`src/rtl/bsr_pkg.sv`:
```
// Shared types for the BSR block-row walker: walker/transaction state encodings,
// default widths and the descriptor handed to the PE-array dispatcher.
package bsr_pkg;

    localparam int ROW_W_DEF  = 16;
    localparam int ADDR_W_DEF = 32;
    localparam int DATA_W_DEF = 32;

    // One-hot walker states; the metadata wait is shared and qualified by fetch_e.
    typedef enum logic [7:0] {
        S_IDLE     = 8'b0000_0001,
        S_REQ_RP0  = 8'b0000_0010,
        S_REQ_RP1  = 8'b0000_0100,
        S_REQ_CI   = 8'b0000_1000,
        S_WAIT     = 8'b0001_0000,
        S_EMIT     = 8'b0010_0000,
        S_NEXT_ROW = 8'b0100_0000,
        S_DONE     = 8'b1000_0000
    } walk_state_e;

    typedef enum logic [1:0] {
        F_RP0 = 2'd0,
        F_RP1 = 2'd1,
        F_CI  = 2'd2
    } fetch_e;

    typedef enum logic [1:0] {
        T_IDLE = 2'd0,
        T_REQ  = 2'd1,
        T_WAIT = 2'd2
    } txn_state_e;

    typedef struct packed {
        logic [ROW_W_DEF-1:0]  row;
        logic [ROW_W_DEF-1:0]  col;
        logic [DATA_W_DEF-1:0] idx;
        logic                  last;
        logic                  empty;
    } blk_desc_t;

endpackage

```
`src/rtl/bsr_meta_txn.sv`:
```
// Single-outstanding metadata request/response helper: issues one word read,
// holds the request until accepted, then captures the returned word for one cycle.
module bsr_meta_txn
    import bsr_pkg::*;
#(
    parameter int ADDR_W = ADDR_W_DEF,
    parameter int DATA_W = DATA_W_DEF
) (
    input  logic              clk,
    input  logic              rst_n,
    input  logic              i_issue,
    input  logic [ADDR_W-1:0] i_addr,
    output logic              o_word_valid,
    output logic [DATA_W-1:0] o_word,
    output logic              o_req_valid,
    output logic [ADDR_W-1:0] o_req_addr,
    input  logic              i_req_ready,
    input  logic              i_rsp_valid,
    input  logic [DATA_W-1:0] i_rdata,
    output logic              o_rsp_ready
);

    txn_state_e        r_state;
    logic              r_req_valid;
    logic [ADDR_W-1:0] r_req_addr;
    logic              r_rsp_ready;
    logic              r_word_valid;
    logic [DATA_W-1:0] r_word;

    // NOTE: all state updates use non-blocking assignments so every register
    // samples pre-edge values regardless of statement order.
    always_ff @(posedge clk or negedge rst_n) begin
        if (!rst_n) begin
            r_state      <= T_IDLE;
            r_req_valid  <= 1'b0;
            r_req_addr   <= '0;
            r_rsp_ready  <= 1'b0;
            r_word_valid <= 1'b0;
            r_word       <= '0;
        end else begin
            r_word_valid <= 1'b0;
            case (r_state)
                T_IDLE: begin
                    if (i_issue) begin
                        r_req_valid <= 1'b1;
                        r_req_addr  <= i_addr;
                        r_state     <= T_REQ;
                    end
                end
                T_REQ: begin
                    if (i_req_ready) begin
                        r_req_valid <= 1'b0;
                        r_rsp_ready <= 1'b1;
                        r_state     <= T_WAIT;
                    end
                end
                T_WAIT: begin
                    if (i_rsp_valid) begin
                        r_rsp_ready  <= 1'b0;
                        r_word_valid <= 1'b1;
                        r_word       <= i_rdata;
                        r_state      <= T_IDLE;
                    end
                end
                default: begin
                    r_req_valid <= 1'b0;
                    r_rsp_ready <= 1'b0;
                    r_state     <= T_IDLE;
                end
            endcase
        end
    end

    assign o_req_valid  = r_req_valid;
    assign o_req_addr   = r_req_addr;
    assign o_rsp_ready  = r_rsp_ready;
    assign o_word_valid = r_word_valid;
    assign o_word       = r_word;

endmodule

```
`src/rtl/bsr_row_walker.sv`:
```
// BSR block-row walker: fetches row_ptr/col_idx words and emits one descriptor per
// nonzero block. Define BSR_EMPTY_ROW_MARKER_EN to emit a marker beat for empty rows.
module bsr_row_walker
    import bsr_pkg::*;
#(
    parameter int ROW_W  = ROW_W_DEF,
    parameter int ADDR_W = ADDR_W_DEF,
    parameter int DATA_W = DATA_W_DEF
) (
    input  logic              clk,
    input  logic              rst_n,
    input  logic              start,
    input  logic [ROW_W-1:0]  num_rows,
    input  logic [ADDR_W-1:0] rp_base,
    input  logic [ADDR_W-1:0] ci_base,
    output logic              busy,
    output logic              done,
    output logic              err,
    output logic              meta_req_valid,
    output logic [ADDR_W-1:0] meta_req_addr,
    input  logic              meta_req_ready,
    input  logic              meta_valid,
    input  logic [DATA_W-1:0] meta_rdata,
    output logic              meta_ready,
    output logic              blk_valid,
    output logic [ROW_W-1:0]  blk_row,
    output logic [ROW_W-1:0]  blk_col,
    output logic [DATA_W-1:0] blk_idx,
    output logic              blk_last,
    output logic              blk_empty,
    input  logic              blk_ready
);

`ifdef BSR_EMPTY_ROW_MARKER_EN
    localparam bit EMPTY_MARKER = 1'b1;
`else
    localparam bit EMPTY_MARKER = 1'b0;
`endif

    walk_state_e       r_state;
    fetch_e            r_fetch;
    logic [ROW_W-1:0]  r_num_rows;
    logic [ADDR_W-1:0] r_rp_base;
    logic [ADDR_W-1:0] r_ci_base;
    logic [ROW_W-1:0]  r_row;
    logic [DATA_W-1:0] r_rp_lo;
    logic [DATA_W-1:0] r_rp_hi;
    logic [DATA_W-1:0] r_k;
    logic              r_busy;
    logic              r_done;
    logic              r_err;
    logic              r_blk_valid;
    logic [ROW_W-1:0]  r_blk_row;
    logic [ROW_W-1:0]  r_blk_col;
    logic [DATA_W-1:0] r_blk_idx;
    logic              r_blk_last;
    logic              r_blk_empty;

    logic [ROW_W:0]    w_row_inc;
    logic [DATA_W-1:0] w_k_next;
    logic              w_issue;
    logic [ADDR_W-1:0] w_issue_addr;
    logic              w_word_valid;
    logic [DATA_W-1:0] w_word;

    // row+1 is formed one bit wider so the last row's pointer address never wraps early.
    assign w_row_inc = {1'b0, r_row} + 1'b1;
    assign w_k_next  = r_k + 1'b1;

    // NOTE: every combinational output gets a default first so no path infers a latch.
    always_comb begin
        w_issue      = 1'b0;
        w_issue_addr = '0;
        case (r_state)
            S_REQ_RP0: begin
                w_issue      = 1'b1;
                w_issue_addr = r_rp_base;
            end
            S_REQ_RP1: begin
                w_issue      = 1'b1;
                w_issue_addr = r_rp_base + ADDR_W'(w_row_inc);
            end
            S_REQ_CI: begin
                w_issue      = 1'b1;
                w_issue_addr = r_ci_base + ADDR_W'(r_k);
            end
            default: ;
        endcase
    end

    bsr_meta_txn #(
        .ADDR_W (ADDR_W),
        .DATA_W (DATA_W)
    ) u_txn (
        .clk          (clk),
        .rst_n        (rst_n),
        .i_issue      (w_issue),
        .i_addr       (w_issue_addr),
        .o_word_valid (w_word_valid),
        .o_word       (w_word),
        .o_req_valid  (meta_req_valid),
        .o_req_addr   (meta_req_addr),
        .i_req_ready  (meta_req_ready),
        .i_rsp_valid  (meta_valid),
        .i_rdata      (meta_rdata),
        .o_rsp_ready  (meta_ready)
    );

    always_ff @(posedge clk or negedge rst_n) begin
        if (!rst_n) begin
            r_state     <= S_IDLE;
            r_fetch     <= F_RP0;
            r_num_rows  <= '0;
            r_rp_base   <= '0;
            r_ci_base   <= '0;
            r_row       <= '0;
            r_rp_lo     <= '0;
            r_rp_hi     <= '0;
            r_k         <= '0;
            r_busy      <= 1'b0;
            r_done      <= 1'b0;
            r_err       <= 1'b0;
            r_blk_valid <= 1'b0;
            r_blk_row   <= '0;
            r_blk_col   <= '0;
            r_blk_idx   <= '0;
            r_blk_last  <= 1'b0;
            r_blk_empty <= 1'b0;
        end else begin
            case (r_state)
                S_IDLE: begin
                    if (start) begin
                        r_num_rows <= num_rows;
                        r_rp_base  <= rp_base;
                        r_ci_base  <= ci_base;
                        r_err      <= 1'b0;
                        r_row      <= '0;
                        r_rp_lo    <= '0;
                        r_rp_hi    <= '0;
                        r_k        <= '0;
                        if (num_rows == '0) begin
                            r_done  <= 1'b1;
                            r_state <= S_DONE;
                        end else begin
                            r_busy  <= 1'b1;
                            r_state <= S_REQ_RP0;
                        end
                    end
                end
                S_REQ_RP0: begin
                    r_fetch <= F_RP0;
                    r_state <= S_WAIT;
                end
                S_REQ_RP1: begin
                    r_fetch <= F_RP1;
                    r_state <= S_WAIT;
                end
                S_REQ_CI: begin
                    r_fetch <= F_CI;
                    r_state <= S_WAIT;
                end
                S_WAIT: begin
                    if (w_word_valid) begin
                        case (r_fetch)
                            F_RP0: begin
                                r_rp_lo <= w_word;
                                r_state <= S_REQ_RP1;
                            end
                            F_RP1: begin
                                r_rp_hi <= w_word;
                                r_k     <= r_rp_lo;
                                if (w_word < r_rp_lo) begin
                                    r_err   <= 1'b1;
                                    r_busy  <= 1'b0;
                                    r_done  <= 1'b1;
                                    r_state <= S_DONE;
                                end else if (w_word == r_rp_lo) begin
                                    if (EMPTY_MARKER) begin
                                        r_blk_valid <= 1'b1;
                                        r_blk_row   <= r_row;
                                        r_blk_col   <= '0;
                                        r_blk_idx   <= r_rp_lo;
                                        r_blk_last  <= 1'b1;
                                        r_blk_empty <= 1'b1;
                                        r_state     <= S_EMIT;
                                    end else begin
                                        r_state <= S_NEXT_ROW;
                                    end
                                end else begin
                                    r_state <= S_REQ_CI;
                                end
                            end
                            F_CI: begin
                                r_blk_valid <= 1'b1;
                                r_blk_row   <= r_row;
                                r_blk_col   <= w_word[ROW_W-1:0];
                                r_blk_idx   <= r_k;
                                r_blk_last  <= (w_k_next == r_rp_hi);
                                r_blk_empty <= 1'b0;
                                r_state     <= S_EMIT;
                            end
                            default: r_state <= S_IDLE;
                        endcase
                    end
                end
                S_EMIT: begin
                    if (blk_ready) begin
                        r_blk_valid <= 1'b0;
                        r_blk_last  <= 1'b0;
                        r_blk_empty <= 1'b0;
                        if (w_k_next < r_rp_hi) begin
                            r_k     <= w_k_next;
                            r_state <= S_REQ_CI;
                        end else begin
                            r_state <= S_NEXT_ROW;
                        end
                    end
                end
                S_NEXT_ROW: begin
                    // row_ptr[r+1] becomes the next row's lower bound without a refetch.
                    r_rp_lo <= r_rp_hi;
                    r_row   <= w_row_inc[ROW_W-1:0];
                    if (w_row_inc == {1'b0, r_num_rows}) begin
                        r_busy  <= 1'b0;
                        r_done  <= 1'b1;
                        r_state <= S_DONE;
                    end else begin
                        r_state <= S_REQ_RP1;
                    end
                end
                S_DONE: begin
                    r_done  <= 1'b0;
                    r_busy  <= 1'b0;
                    r_state <= S_IDLE;
                end
                default: begin
                    r_busy      <= 1'b0;
                    r_done      <= 1'b0;
                    r_blk_valid <= 1'b0;
                    r_state     <= S_IDLE;
                end
            endcase
        end
    end

    assign busy      = r_busy;
    assign done      = r_done;
    assign err       = r_err;
    assign blk_valid = r_blk_valid;
    assign blk_row   = r_blk_row;
    assign blk_col   = r_blk_col;
    assign blk_idx   = r_blk_idx;
    assign blk_last  = r_blk_last;
    assign blk_empty = r_blk_empty;

endmodule

```
`config.mk`:
```
export PLATFORM = sky130hd
export DESIGN_NAME = bsr_row_walker
export DESIGN_NICKNAME = d
export VERILOG_FILES = /design/src/rtl/bsr_pkg.sv /design/src/rtl/bsr_meta_txn.sv /design/src/rtl/bsr_row_walker.sv
export SDC_FILE = /design/constraint.sdc
export NUM_CORES = 1
export LEC_CHECK = 0
export BUFFER_PORTS_ARGS = -buffer_cell sky130_fd_sc_hd__buf_2
export CAP_MARGIN = 15
export CORE_MARGIN = 5
export CORE_UTILIZATION = 55
export DETAILED_ROUTE_END_ITERATION = 8
export GPL_ROUTABILITY_DRIVEN = 0
export PLACE_DENSITY = 0.76
export SETUP_SLACK_MARGIN = 0.4
export SYNTH_ARGS = -nofsm -noshare
export SYNTH_HDL_FRONTEND = slang
export SYNTH_SLANG_ARGS = --single-unit
```
`constraint.sdc`:
```
create_clock -name clk -period 7.05 [get_ports clk]
set_input_delay 1.41 -clock clk [delete_from_list [all_inputs] [get_ports clk]]
set_output_delay 1.41 -clock clk [all_outputs]
set_load 0.01 [all_outputs]
```
# Word level (Yosys, flattened, before mapping)
# Cells that the tools add are included.
[word_totals]
register_bits = 341
in_bits = 118
word_cells = 157
[op_classes]
addsub = 4
order_cmp = 2
n_eq_ne = 29
n_mux = 65
bitwise_logic = 4
n_reduce_logical = 29
[op_table]
columns = ["op", "n"]
rows = [
  ["32-bit 2-to-1 mux", 9],
  ["32-bit case mux with 3 select lines", 3],
  ["32-bit equality test", 2],
  ["32-bit less-than comparator", 2],
  ["32-bit case mux with 2 select lines", 1],
  ["8-bit 2-to-1 mux", 6],
  ["8-bit case mux with 5 select lines", 1],
  ["32-bit by 1-bit adder with 32-bit output, second input constant", 1],
  ["32-bit by 17-bit adder with 32-bit output", 1],
  ["32-bit adder", 1],
  ["16-bit case mux with 2 select lines", 1],
  ["1-bit 2-to-1 mux", 27],
  ["8-bit case mux with 3 select lines", 1],
  ["2-bit != test, second input constant", 10],
  ["16-bit by 1-bit adder with 17-bit output, second input constant", 1],
  ["17-bit by 16-bit equality test with 1-bit output", 1],
  ["16-bit zero test", 1],
  ["16-bit 2-to-1 mux", 1],
  ["4-bit AND reduction", 4],
  ["3-bit AND reduction", 5],
  ["7-bit 2-to-1 mux", 2],
  ["7-bit AND reduction", 2],
  ["2-bit case mux with 3 select lines", 2],
  ["1-bit case mux with 3 select lines", 3],
  ["other kinds (24)", 45],
]

# Longest topological paths before layout
# Gate-level depths: netlist of the first run.
[depth]
depth_word = 6
depth_mapped = 17
mapped_depth_nobuf = 16

# By module
# A second synthesis of the first run with hierarchy kept.
[hier_totals]
cells_unflattened = 2088
hier_area_um2 = 19617.6
[modules_own_cells]
columns = ["module", "instances", "cells_per_inst", "area_each_um2", "seq_area_each_um2"]
rows = [
  ["bsr_row_walker", 1, 1932, 16982.5, 6782.8],
  ["bsr_meta_txn", 1, 156, 2635.0, 1726.7],
]

# Least setup slack after synthesis of the first run
# OpenSTA, ideal clock, no wires.
[synth_path]
kind = "register to register"
from = "register r_k[2]"
to = "register r_k[28]"
setup_time_ns = 0.135
arrival_ns = 3.993
setup_slack_ns = 2.923
stages_incl_launch_ff = 16
synth_period_minus_slack_ns = 4.127
cell_sequence = "dfrtp_1 clkbuf_1 nand3_1 nor2_1 nand2_1 nor4_2 nand3_1 xnor2_1 ha_1 and3_1 a221o_1 a2111oi_1 a41oi_2 buf_2 o21ai_0 o21ai_0"
[synth_via]
elab_chain_cells = 4
[synth_rtl]
columns = ["item", "line", "text"]
rows = [
  ["from (decl)", "bsr_row_walker.sv:48", "logic [DATA_W-1:0] r_k;"],
  ["from (signal assigned)", "bsr_row_walker.sv:171", "r_k <= r_rp_lo;"],
  ["from (signal assigned)", "bsr_row_walker.sv:212", "r_k <= w_k_next;"],
  ["32-bit by 1-bit adder with 32-bit output *", "bsr_row_walker.sv:68", "assign w_k_next = r_k + 1'b1;"],
  ["32-bit less-than comparator / 32-bit 2-to-1 mux (equally long branches)", "bsr_row_walker.sv:211", "if (w_k_next < r_rp_hi) begin"],
  ["2-bit != test (no source line) / 32-bit 2-to-1 mux (equally long branches)", "n/a", ""],
  ["6-bit AND reduction (no source line) / 32-bit case mux with 3 select lines (equally long branches)", "n/a", ""],
]
# Mark *: on every way between the ends. The rest lies on a longest branch, timed or not. The select of a mux whose other input is x is not followed.
# A chain may end at the register's enable or synchronous reset.

# Final worst setup path of the first run
[layout_path]
from = "register r_k[0]"
to = "register r_k[0]"
# The elaborated chain is that of the path after synthesis.

==> results of run 1 <==
worst max-delay path, stage by stage (launching register included):
cell and delay [ps]:
dfrtp_1 480, and3_1 200, nand3_1 250, nor2_1 430
nand2_1 220, nor4_2 460, and3_1 280, xor2_1 90
ha_1 290, and4_1 220, nand3_1 110, nor3_1 330
o21ai_0 290, a41oi_4 260, buf_4 480, mux2_2 390
metal layers:
layer	GRT usage	vias up	part of all wire
met5	0	-	0
met4	0.08875	0	0.033
met3	0.03845	102	0.064
met1	0.3790	7901	0.44
met2	0.4358	604	0.47
li1	-	7618	-
state kept, by name, summed over array words and instances (netlist names), 2 cells and up:
signal,cells
blk_idx,32
r_ci_base,32
r_k,32
r_rp_base,32
r_rp_hi,32
r_rp_lo,32
u_txn.o_req_addr,32
u_txn.o_word,32
blk_col,16
blk_row,16
r_num_rows,16
r_row,16
r_state,8
r_fetch,2
u_txn.r_state,2
placed cells by master (no fill, tap or decap), drive strengths merged, types with 16 or more instances in the layout:
master / count
a21o: 45
a21oi: 132
a221oi: 38
a22oi: 32
a31oi: 25
and3: 21
buf: 235
clkbuf: 54
dfrtp: 339
ha: 115
inv: 89
mux2: 137
nand2: 265
nand3: 50
nand4: 34
nor2: 105
nor3: 31
nor4: 16
o21ai: 160
xnor2: 60
xor2: 39
worst max-delay path by stage:
stage	end	slack (ps)	startpoint	depth (start not counted)
2_1_floorplan	r_k[28]	2920	r_k[2]	15
3_3_place_gp	r_k[0]	2370	r_k[0]	15
3_5_place_dp	r_k[0]	2220	r_k[0]	15
4_1_cts	r_k[0]	2200	r_k[0]	15
5_1_grt	r_k[23]	1770	r_k[0]	16
6_report	r_k[0]	2160	r_k[0]	15
area by class of cell:
class                      instances  share of cell area
clock inverter                    13             0.01042
tap                              461             0.02596
sequential                       340              0.3830
inverter                          88             0.01487
timing repair buffer             235             0.05564
multi-input combinational       1479              0.4605
clock buffer                      54             0.04961
cell families after synthesis:
group | after synthesis | share of synthesized area
muxes | 138 | 0.07967
DFF | 340 | 0.4366
adders and majority gates | 117 | 0.07589
other | 1 | 0.0001924
xor gates and xnor gates | 100 | 0.04603
buffers and inverters | 202 | 0.04090
and+or+nand+nor | 586 | 0.1435
AOI/OAI and AO/OA | 537 | 0.1772
power by group through the flow:
stage | logic [mW] | registers, mW | clock network, mW
after detailed placement | 3.22 | 3.16 | 0
after floorplan | 2.41 | 2.94 | 0
final | 3.28 | 3.16 | 2.12
after global routing | 3.65 | 3.22 | 2.23
after CTS | 3.25 | 3.14 | 2.15
after global placement | 3.13 | 3.14 | 0
==> metrics.csv, run 1 <==
stage,metric,value,unit
logic_synthesis,Synth Flop Type,dfrtp_1,
timing,Setup TNS,0,ps
logic_synthesis,synth top area cells,"dfrtp_1 44%, mux2_2 7.9%, ha_1 7.4%",
place,port buffer count,220,
floorplanning,Chip Height,198.2,µm
logic_synthesis,synthesized cell area,0.01949,mm²
worst_hold_path,hold endpoint,blk_idx[5],
clocking,TritonCTS clock tree,done,
worst_hold_path,Hold Path Depth,2,
layout,Nets,2417,
global_route,first-pass GRT wire length,86.25,mm
layout,Post-Layout Inst Area,0.02222,mm²
pwr,Combinational Power Share,0.383,
layout,Fill cells,2893,
floorplanning,Starting Density,0.5519,
job,Max-cap violations,0,
clocking,worst skew pair latency,540,ps
global_route,All-Layer GR Usage,0.2702,
pwr,internal power,5.225,mW
timing,final hold vios,0,
route,Pre-antenna DRT Iters,6,
floorplanning,Top-Level Pins,222,
logic_synthesis,syn_nets,2256,
global_route,largest net degree at the start of global routing,142,
pwr,pwr dens,384.9,mW/mm²
logic_synthesis,Async SR Flop Fraction,1.000,
logic_synthesis,Synth Register Bits,340,
layout,antenna cells,0,
setup_path,CP endpoint kind,flop,
pwr,sequential share of power,0.369,
layout,Post-Route Utilization,0.6292,
clocking,CTS H-Tree Depth,2,
logic_synthesis,"Seq/Total Area, Yosys",0.4366,
floorplanning,Die X,198.2,µm
global_route,GRT overflow,0,
setup_path,reg2reg path depth,15,
layout,share of cells above drive strength 1,0.2128,
clocking,clock sink total,340,
route,drt total wl,53.61,mm
global_route,vias in the first global route,16000,
logic_synthesis,most instantiated library cell after synthesis,dfrtp_1,
floorplanning,core area,0.03531,mm²
setup_path,Setup Crit Path Kind,reg -> reg,
timing,FMAX,204.4,MHz
route,vias per cell,6.077,
layout,Post-Layout Cell Count,2670,
pwr,switching power,3.325,mW
timing,RSZ-0062 raised after global routing,false,
route,remaining antenna violation count after routing,0,
setup_path,R2R Setup Slk,2160,ps
logic_synthesis,Yosys warning count,0,
logic_synthesis,top post-synthesis cells by count,"339 x dfrtp_1, 265 x nand2_1, 157 x o21ai_0, 137 x mux2_2, 132 x a21oi_1",
logic_synthesis,dominant cell type by area after synthesis,dfrtp_1,
place,placed cell area,0.02088,mm²
timing,Slew @ Worst Pin,1176,ps
setup_path,reg2reg start,r_k[0],
logic_synthesis,post-synthesis cell type count,86,
timing,final slew viol count,0,
timing,setup ws final,2159,ps
route,drt drc,0,
clocking,CTS root buf,clkbuf_16,
floorplanning,die area,0.03930,mm²
layout,Reg area,0.008509,mm²
route,WL/cell,20.08,µm
layout,area grow syn2layout,14.00,%
timing,WHS,482.4,ps
pwr,"IR drop worst, VDD",0.2697,mV
setup_path,Reg-to-Reg End,r_k[0],
outcome,status,"complete, no violations",
timing,relative slew slack,0.2160,
logic_synthesis,"EDFF count, synth",0,
timing,clock skew,18.55,ps
setup_path,Worst Path Arrival,5310,ps
global_route,initial antenna violation count,0,
logic_synthesis,share of the synthesized area in the top cell type,0.4353,
floorplanning,row count,69,
pwr,Switching Fraction,0.3889,
worst_hold_path,Hold Path Class,reg -> reg,
pwr,Leak Pwr,10.81,nW
setup_path,worst-path maximum fanout,63,
setup_path,worst path required time,7470,ps
timing,Final setup viols,0,
timing,Final min period,4891,ps
layout,multi-input logic area,0.01023,mm²
clocking,Max clock buf depth,3,
place,pre-CTS WS,2222,ps
route,initial DRC count,1426,
place,# placed instances,2603,
worst_hold_path,min-delay src,blk_idx[5],
logic_synthesis,Post-Syn Instances,2021,
pwr,overall power,8.550,mW
place,dpl hpwl,38.90,mm
logic_synthesis,Mean Syn Cell Area,9.643,µm²
clocking,PostCTS Resize Cnt,0,
pwr,Clock power frac,0.248,
clocking,setup bufs post-CTS,0,
route,Via Count,16230,
clocking,hold_buf cts,0,
setup_path,crit start category,flop,
clocking,CTS Buf Count,38,
clocking,clk slew on worst S/H paths,60,ps
timing,period utilisation layout,0.6938,
(Power assumes the default switching activity.)
==> run 2, diff against run 1 <==
--- a/config.mk
+++ b/config.mk
@@ -8,10 +8,10 @@
 export BUFFER_PORTS_ARGS = -buffer_cell sky130_fd_sc_hd__buf_2
 export CAP_MARGIN = 15
 export CORE_MARGIN = 5
-export CORE_UTILIZATION = 55
+export CORE_UTILIZATION = 54
 export DETAILED_ROUTE_END_ITERATION = 8
 export GPL_ROUTABILITY_DRIVEN = 0
-export PLACE_DENSITY = 0.76
+export PLACE_DENSITY = 0.77
 export SETUP_SLACK_MARGIN = 0.4
 export SYNTH_ARGS = -nofsm -noshare
 export SYNTH_HDL_FRONTEND = slang
==> constraint.sdc (replaced) <==
create_clock -name clk -period 4.3 [get_ports clk]
set_input_delay 0.86 -clock clk [delete_from_list [all_inputs] [get_ports clk]]
set_output_delay 0.86 -clock clk [all_outputs]
set_load 0.01 [all_outputs]
==> run 2 against run 1 <==
Against the previous run: non-clock buffer count grew 50; clock power rose by 56%; count of clock-buffer cells in the layout decreased by 1; first-iteration DRC count is 15% higher; total power grew 71%; register-to-register slack worse by 1800 ps; cell area up 3.9%; global-route usage rose by 0.37 points; flip-flop and latch count unchanged; setup slack worse by 1800 ps; hold slack worse by 200 ps; die area up 1.8%; critical endpoint unchanged.
==> metrics.csv, run 2 (synthesis results as in run 1) <==
stage,metric,value,unit,change
setup_path,worst path required time,4730,ps,-2740 ps
route,vias per cell,6.202,,+2.1%
layout,"commonest non-fill, non-tap cells in the layout","332 x dfrtp_1, 257 x nand2_1, 219 x buf_2",,
clocking,clk slew on worst S/H paths,60,ps,about the same
timing,clock skew,23.81,ps,+5.260 ps
pwr,"IR drop worst, VDD",0.4978,mV,+85%
timing,final slew viol count,0,,unchanged
clocking,CTS H-Tree Depth,2,,unchanged
route,drt total wl,56.91,mm,+6.2%
floorplanning,Top-Level Pins,222,,unchanged
pwr,overall power,14.64,mW,+71%
floorplanning,row count,69,,unchanged
pwr,Leak Pwr,11.28,nW,+4.3%
route,Via Count,16880,,+4.0%
clocking,clock sink total,340,,unchanged
setup_path,Setup Crit Path Kind,reg -> reg,,
layout,area grow syn2layout,18.45,%,
job,Max-cap violations,0,,unchanged
timing,Setup TNS,0,ps,unchanged
route,initial DRC count,1633,,+15%
setup_path,Worst Path Arrival,4410,ps,-900 ps
timing,relative slew slack,0.2194,,+0.003318
global_route,vias in the first global route,16450,,+2.8%
route,remaining antenna violation count after routing,0,,unchanged
floorplanning,die area,0.03999,mm²,+1.8%
layout,"leading cell type in the layout, fill and taps excluded",dfrtp_1,,
setup_path,crit start category,flop,,
layout,share of cells above drive strength 1,0.2619,,+0.04918
timing,final hold vios,0,,unchanged
setup_path,worst-path maximum fanout,8,,-87%
outcome,status,"complete, no violations",,
setup_path,CP endpoint kind,flop,,
layout,Post-Route Utilization,0.6490,,+0.01980
floorplanning,Starting Density,0.5479,,-0.004019
clocking,hold_buf cts,0,,unchanged
global_route,largest net degree at the start of global routing,93,,-35%
timing,Final setup viols,0,,unchanged
timing,RSZ-0062 raised after global routing,true,,
route,Pre-antenna DRT Iters,7,,+1
floorplanning,Die X,200.0,µm,+0.88%
place,port buffer count,220,,unchanged
timing,Final min period,3975,ps,-916.0 ps
clocking,Max clock buf depth,3,,unchanged
clocking,CTS Buf Count,39,,+2.6%
floorplanning,Chip Height,200.0,µm,+0.88%
floorplanning,core area,0.03557,mm²,+0.73%
route,WL/cell,20.92,µm,+4.2%
worst_hold_path,Hold Path Class,in -> async,,
timing,Slew @ Worst Pin,1171,ps,-4.977 ps
clocking,worst skew pair latency,570,ps,+30 ps
route,drt drc,0,,unchanged
clocking,CTS root buf,clkbuf_16,,
layout,antenna cells,0,,unchanged
global_route,GRT overflow,0,,unchanged
layout,Nets,2468,,+2.1%
pwr,pwr dens,634.1,mW/mm²,+65%
global_route,All-Layer GR Usage,0.2739,,+0.003717
global_route,initial antenna violation count,1,,+1
clocking,TritonCTS clock tree,done,,
place,dpl hpwl,39.58,mm,+1.7%
global_route,first-pass GRT wire length,88.00,mm,+2.0%
timing,period utilisation layout,0.9245,,+0.2307
timing,FMAX,251.5,MHz,+23%
-- run 2: area by class of cell --
| cell class | instances | area, µm² |
|---|---|---|
| sequential | 340 | 8518 |
| fill | 2755 | 12480 |
| inverter | 88 | 330.3 |
| clock buffer | 53 | 1120 |
| timing repair buffer | 285 | 1765 |
| multi-input combinational | 1479 | 10620 |
| tap | 461 | 576.8 |
| clock inverter | 15 | 151.4 |
-- run 2: repair_timing --
item / CTS / global route
resized for setup: 40 / 75
setup buffers: 20 / 9
pin swaps: 12 / 19
gates cloned: 3 / 1
endpoints found under the setup margin: 32 / 49
-- run 2: critical path, stage by stage, from the launching register on --
cell and delay, ps:
dfrtp_2 390, nand4_1 250, nor3_4 370, nand2_2 150, nor3_2 180, nand4_1 200, nor2_2 180, xor2_2 110
ha_1 390, and4_4 290, nand3_4 100, nor3_4 260, o21ai_2 130, a41oi_4 250, buf_12 190, buf_6 110
mux2_4 280
-- run 2: final timing paths --
kind | from | slack, ps | endpoint | depth (start not counted)
setup / recovery | r_k[12] | 320 | r_k[0] | 16
hold reg to reg | blk_col[0] | 470 | blk_col[0] | 2
setup reg to reg | r_k[12] | 320 | r_k[0] | 16
max in group asynchronous | rst_n | 3030 | r_rp_lo[12] | 2
hold / removal | rst_n | 280 | blk_row[10] | 1
min in group clk | blk_col[0] | 470 | blk_col[0] | 2
-- run 2: metal layers --
layer | part of all wire | global-route usage | vias to the layer above | wire length, µm
li1 | - | - | 7740 | -
met1 | 0.42 | 0.3729 | 8228 | 23620
met2 | 0.48 | 0.4526 | 765 | 27170
met3 | 0.072 | 0.04162 | 143 | 4083
met4 | 0.036 | 0.09182 | 0 | 2036
met5 | 0 | 0 | - | 0
-- run 2: power by group --
part / switching [mW] / total (mW) / internal (mW)
combinational: 3.40 / 6.15 / 2.76
sequential: 1.04 / 5.17 / 4.14
clock: 1.36 / 3.31 / 1.95
-- run 2: per-stage QoR --
stage	hold slack, ps	instances	setup slack (ps)	cell area, µm²
2_1_floorplan	477.2	2021	415.8	19510
3_3_place_gp	462.2	2620	161.1	21060
3_5_place_dp	468.6	2620	-21.84	21060
4_1_cts	308.2	2711	405.7	22740
5_1_grt	319.7	2721	174.0	23080
6_report	281.5	2721	324.6	23080
==> run 3, diff against run 2 <==
--- a/config.mk
+++ b/config.mk
@@ -8,10 +8,9 @@
 export BUFFER_PORTS_ARGS = -buffer_cell sky130_fd_sc_hd__buf_2
 export CAP_MARGIN = 15
 export CORE_MARGIN = 5
-export CORE_UTILIZATION = 54
+export CORE_UTILIZATION = 40
 export DETAILED_ROUTE_END_ITERATION = 8
 export GPL_ROUTABILITY_DRIVEN = 0
-export PLACE_DENSITY = 0.77
 export SETUP_SLACK_MARGIN = 0.4
 export SYNTH_ARGS = -nofsm -noshare
 export SYNTH_HDL_FRONTEND = slang
==> constraint.sdc (replaced) <==
create_clock -name clk -period 4.3 [get_ports clk]
set_input_delay 0.645 -clock clk [delete_from_list [all_inputs] [get_ports clk]]
set_output_delay 0.645 -clock clk [all_outputs]
set_load 0.01 [all_outputs]
==> run 3 against run 2 <==
Against the previous run: clock skew down 5.7 ps; setup slack better by 170 ps; cell area up 0.36%; flip-flop and latch count unchanged; die area up 33%; critical path depth up 1; wire length up 2.8%; first-iteration DRC count down 8.6%.
==> metrics.csv, run 3 (synthesis results as in run 1) <==
stage,metric,value,unit,change
worst_hold_path,Hold Path Class,in -> async,,
layout,area grow syn2layout,18.88,%,
timing,final hold vios,0,,unchanged
place,# placed instances,2788,,+6.4%
floorplanning,die area,0.05324,mm²,+33%
place,port buffer count,220,,unchanged
timing,Setup TNS,0,ps,unchanged
timing,final slew viol count,0,,unchanged
timing,Final setup viols,0,,unchanged
timing,RSZ-0062 raised after global routing,true,,
setup_path,crit start category,flop,,
layout,Post-Route Utilization,0.4832,,-0.1658
timing,clock skew,18.12,ps,-5.692 ps
clocking,CTS root buf,clkbuf_16,,
clocking,CTS Buf Count,39,,unchanged
floorplanning,core area,0.04795,mm²,+35%
route,Via Count,16370,,-3.0%
layout,multi-input logic area,0.01049,mm²,-1.3%
global_route,GRT overflow,0,,unchanged
floorplanning,Top-Level Pins,222,,unchanged
pwr,pwr dens,618.1,mW/mm²,-2.5%
global_route,largest net degree at the start of global routing,114,,+23%
clocking,Max clock buf depth,3,,unchanged
route,drt drc,0,,unchanged
layout,share of cells above drive strength 1,0.2576,,-0.004338
clocking,clk slew on worst S/H paths,60,ps,about the same
layout,Fill cells,4463,,+62%
layout,"commonest non-fill, non-tap cells in the layout","327 x dfrtp_1, 262 x nand2_1, 219 x buf_2",,
floorplanning,Starting Density,0.4065,,-0.1414
layout,Nets,2474,,+0.24%
outcome,status,"complete, no violations",,
global_route,initial antenna violation count,1,,unchanged
clocking,CTS H-Tree Depth,2,,unchanged
clocking,TritonCTS clock tree,done,,
layout,Post-Layout Cell Count,2882,,+5.9%
job,Max-cap violations,0,,unchanged
timing,FMAX,263.1,MHz,+4.6%
route,vias per cell,5.681,,-8.4%
setup_path,CP peak stage delay,420,ps,+30 ps
clocking,hold_buf cts,0,,unchanged
setup_path,Slowest cell on crit path,dfrtp_2,,
floorplanning,Die X,230.7,µm,+15%
global_route,first-pass GRT wire length,92.40,mm,+5.0%
setup_path,CP endpoint kind,flop,,
setup_path,Setup Crit Path Kind,reg -> reg,,
timing,Slew @ Worst Pin,1127,ps,-43.53 ps
setup_path,worst path required time,4730,ps,about the same
place,dpl hpwl,43.18,mm,+9.1%
clocking,clock sink total,340,,unchanged
route,remaining antenna violation count after routing,0,,unchanged
setup_path,critical-path cell list,nand4_1 -> buf_4 -> buf_4 -> nor4_2 -> buf_4 -> nand3_2 -> xnor2_2 -> ha_1 -> and3_4 -> a221o_1 -> a2111oi_2 -> buf_4 -> a41oi_4 -> buf_12 -> buf_6 -> a221oi_2 -> a21oi_1,,
setup_path,worst-path maximum fanout,8,,unchanged
layout,antenna cells,0,,unchanged
pwr,Leak Pwr,11.24,nW,-0.32%
clocking,worst skew pair latency,560,ps,about the same
route,Pre-antenna DRT Iters,7,,unchanged
timing,relative slew slack,0.2484,,+0.02902
setup_path,Worst Path Arrival,4230,ps,-180 ps
timing,Final min period,3801,ps,-174.3 ps
layout,Reg area,0.008524,mm²,about the same
global_route,All-Layer GR Usage,0.2144,,-0.05951
global_route,vias in the first global route,16160,,-1.8%
setup_path,R2R Setup Slk,500,ps,+170 ps
pwr,"IR drop worst, VDD",0.3039,mV,-39%
timing,WHS,173.2,ps,-108.3 ps
route,initial DRC count,1493,,-8.6%
layout,"leading cell type in the layout, fill and taps excluded",dfrtp_1,,
timing,period utilisation layout,0.8840,,-0.04055
floorplanning,row count,80,,+16%
setup_path,"Top cell by count, worst path",buf_4,,
route,drt total wl,58.50,mm,+2.8%
route,WL/cell,20.30,µm,-3.0%
floorplanning,Chip Height,230.7,µm,+15%
run 3: cell types whose count changed in the layout (fill, tap and decap cells not counted), moves of 4 or more:
cell	before	now
o21ai_0	133	144
xnor2_2	8	4
o21ai_1	16	12
dfrtp_1	332	327
o21ai_2	11	4
nand2_2	6	1
xnor2_1	51	56
buf_4	51	60
clkbuf_8	7	16
dfrtp_2	7	12
nand2_1	257	262
run 3: worst paths after layout:
kind	depth (start not counted)	endpoint	from
max in group asynchronous	2	blk_idx[24]	rst_n
setup / recovery	17	r_k[1]	r_k[7]
hold / removal	1	blk_row[11]	rst_n
min in group clk	3	u_txn.o_word[12]	meta_rdata[12]
hold reg to reg	2	blk_row[8]	blk_row[8]
setup reg to reg	17	r_k[1]	r_k[7]
run 3: area by class of cell:
| cell class | instances | area share |
|---|---|---|
| Sequential cell | 340 | 0.3680 |
| Tap cell | 615 | 0.03321 |
| Timing Repair Buffer | 291 | 0.07572 |
| Inverter | 88 | 0.01426 |
| Clock buffer | 62 | 0.05460 |
| Multi-Input combinational cell | 1479 | 0.4526 |
| Clock inverter | 7 | 0.001620 |
run 3: repair_timing:
action                     in CTS  in global routing
resized for setup              21                 56
cloned                          1                  0
setup buffers                  12                 11
setup endpoints to repair      31                 49
pin swaps                       9                 24
run 3: metrics by stage:
step	worst slack (ps)	power (mW)	cell area (µm²)
after floorplan	415.8	8.776	19510
after global placement	273.5	10.54	21370
after detailed placement	120.1	10.70	21370
after CTS	404.5	14.30	22870
after global routing	327.9	15.31	23170
final	499.0	14.32	23170
run 3: where the power goes:
part	total (mW)	internal, mW	switching, mW
registers	5.18	4.14	1.04
clock network	3.35	2.01	1.35
logic	5.79	2.54	3.25
run 3: per-layer routing:
metal  part of all wire  routed length (µm)  track usage
met1               0.46               26970       0.3054
met2               0.46               26840       0.3421
met3              0.056                3286      0.03613
met4              0.023                1354      0.05591
met5            0.00074                  43            0
run 3: critical path, delay by kind of cell (launching register included):
kind / cells / cell delay, ps
and+or+nand+nor: 4 / 700
xor gates and xnor gates: 1 / 240
DFF: 1 / 420
buffers and inverters: 6 / 1000
adders and majority gates: 1 / 280
AOI/OAI and AO/OA: 5 / 1020
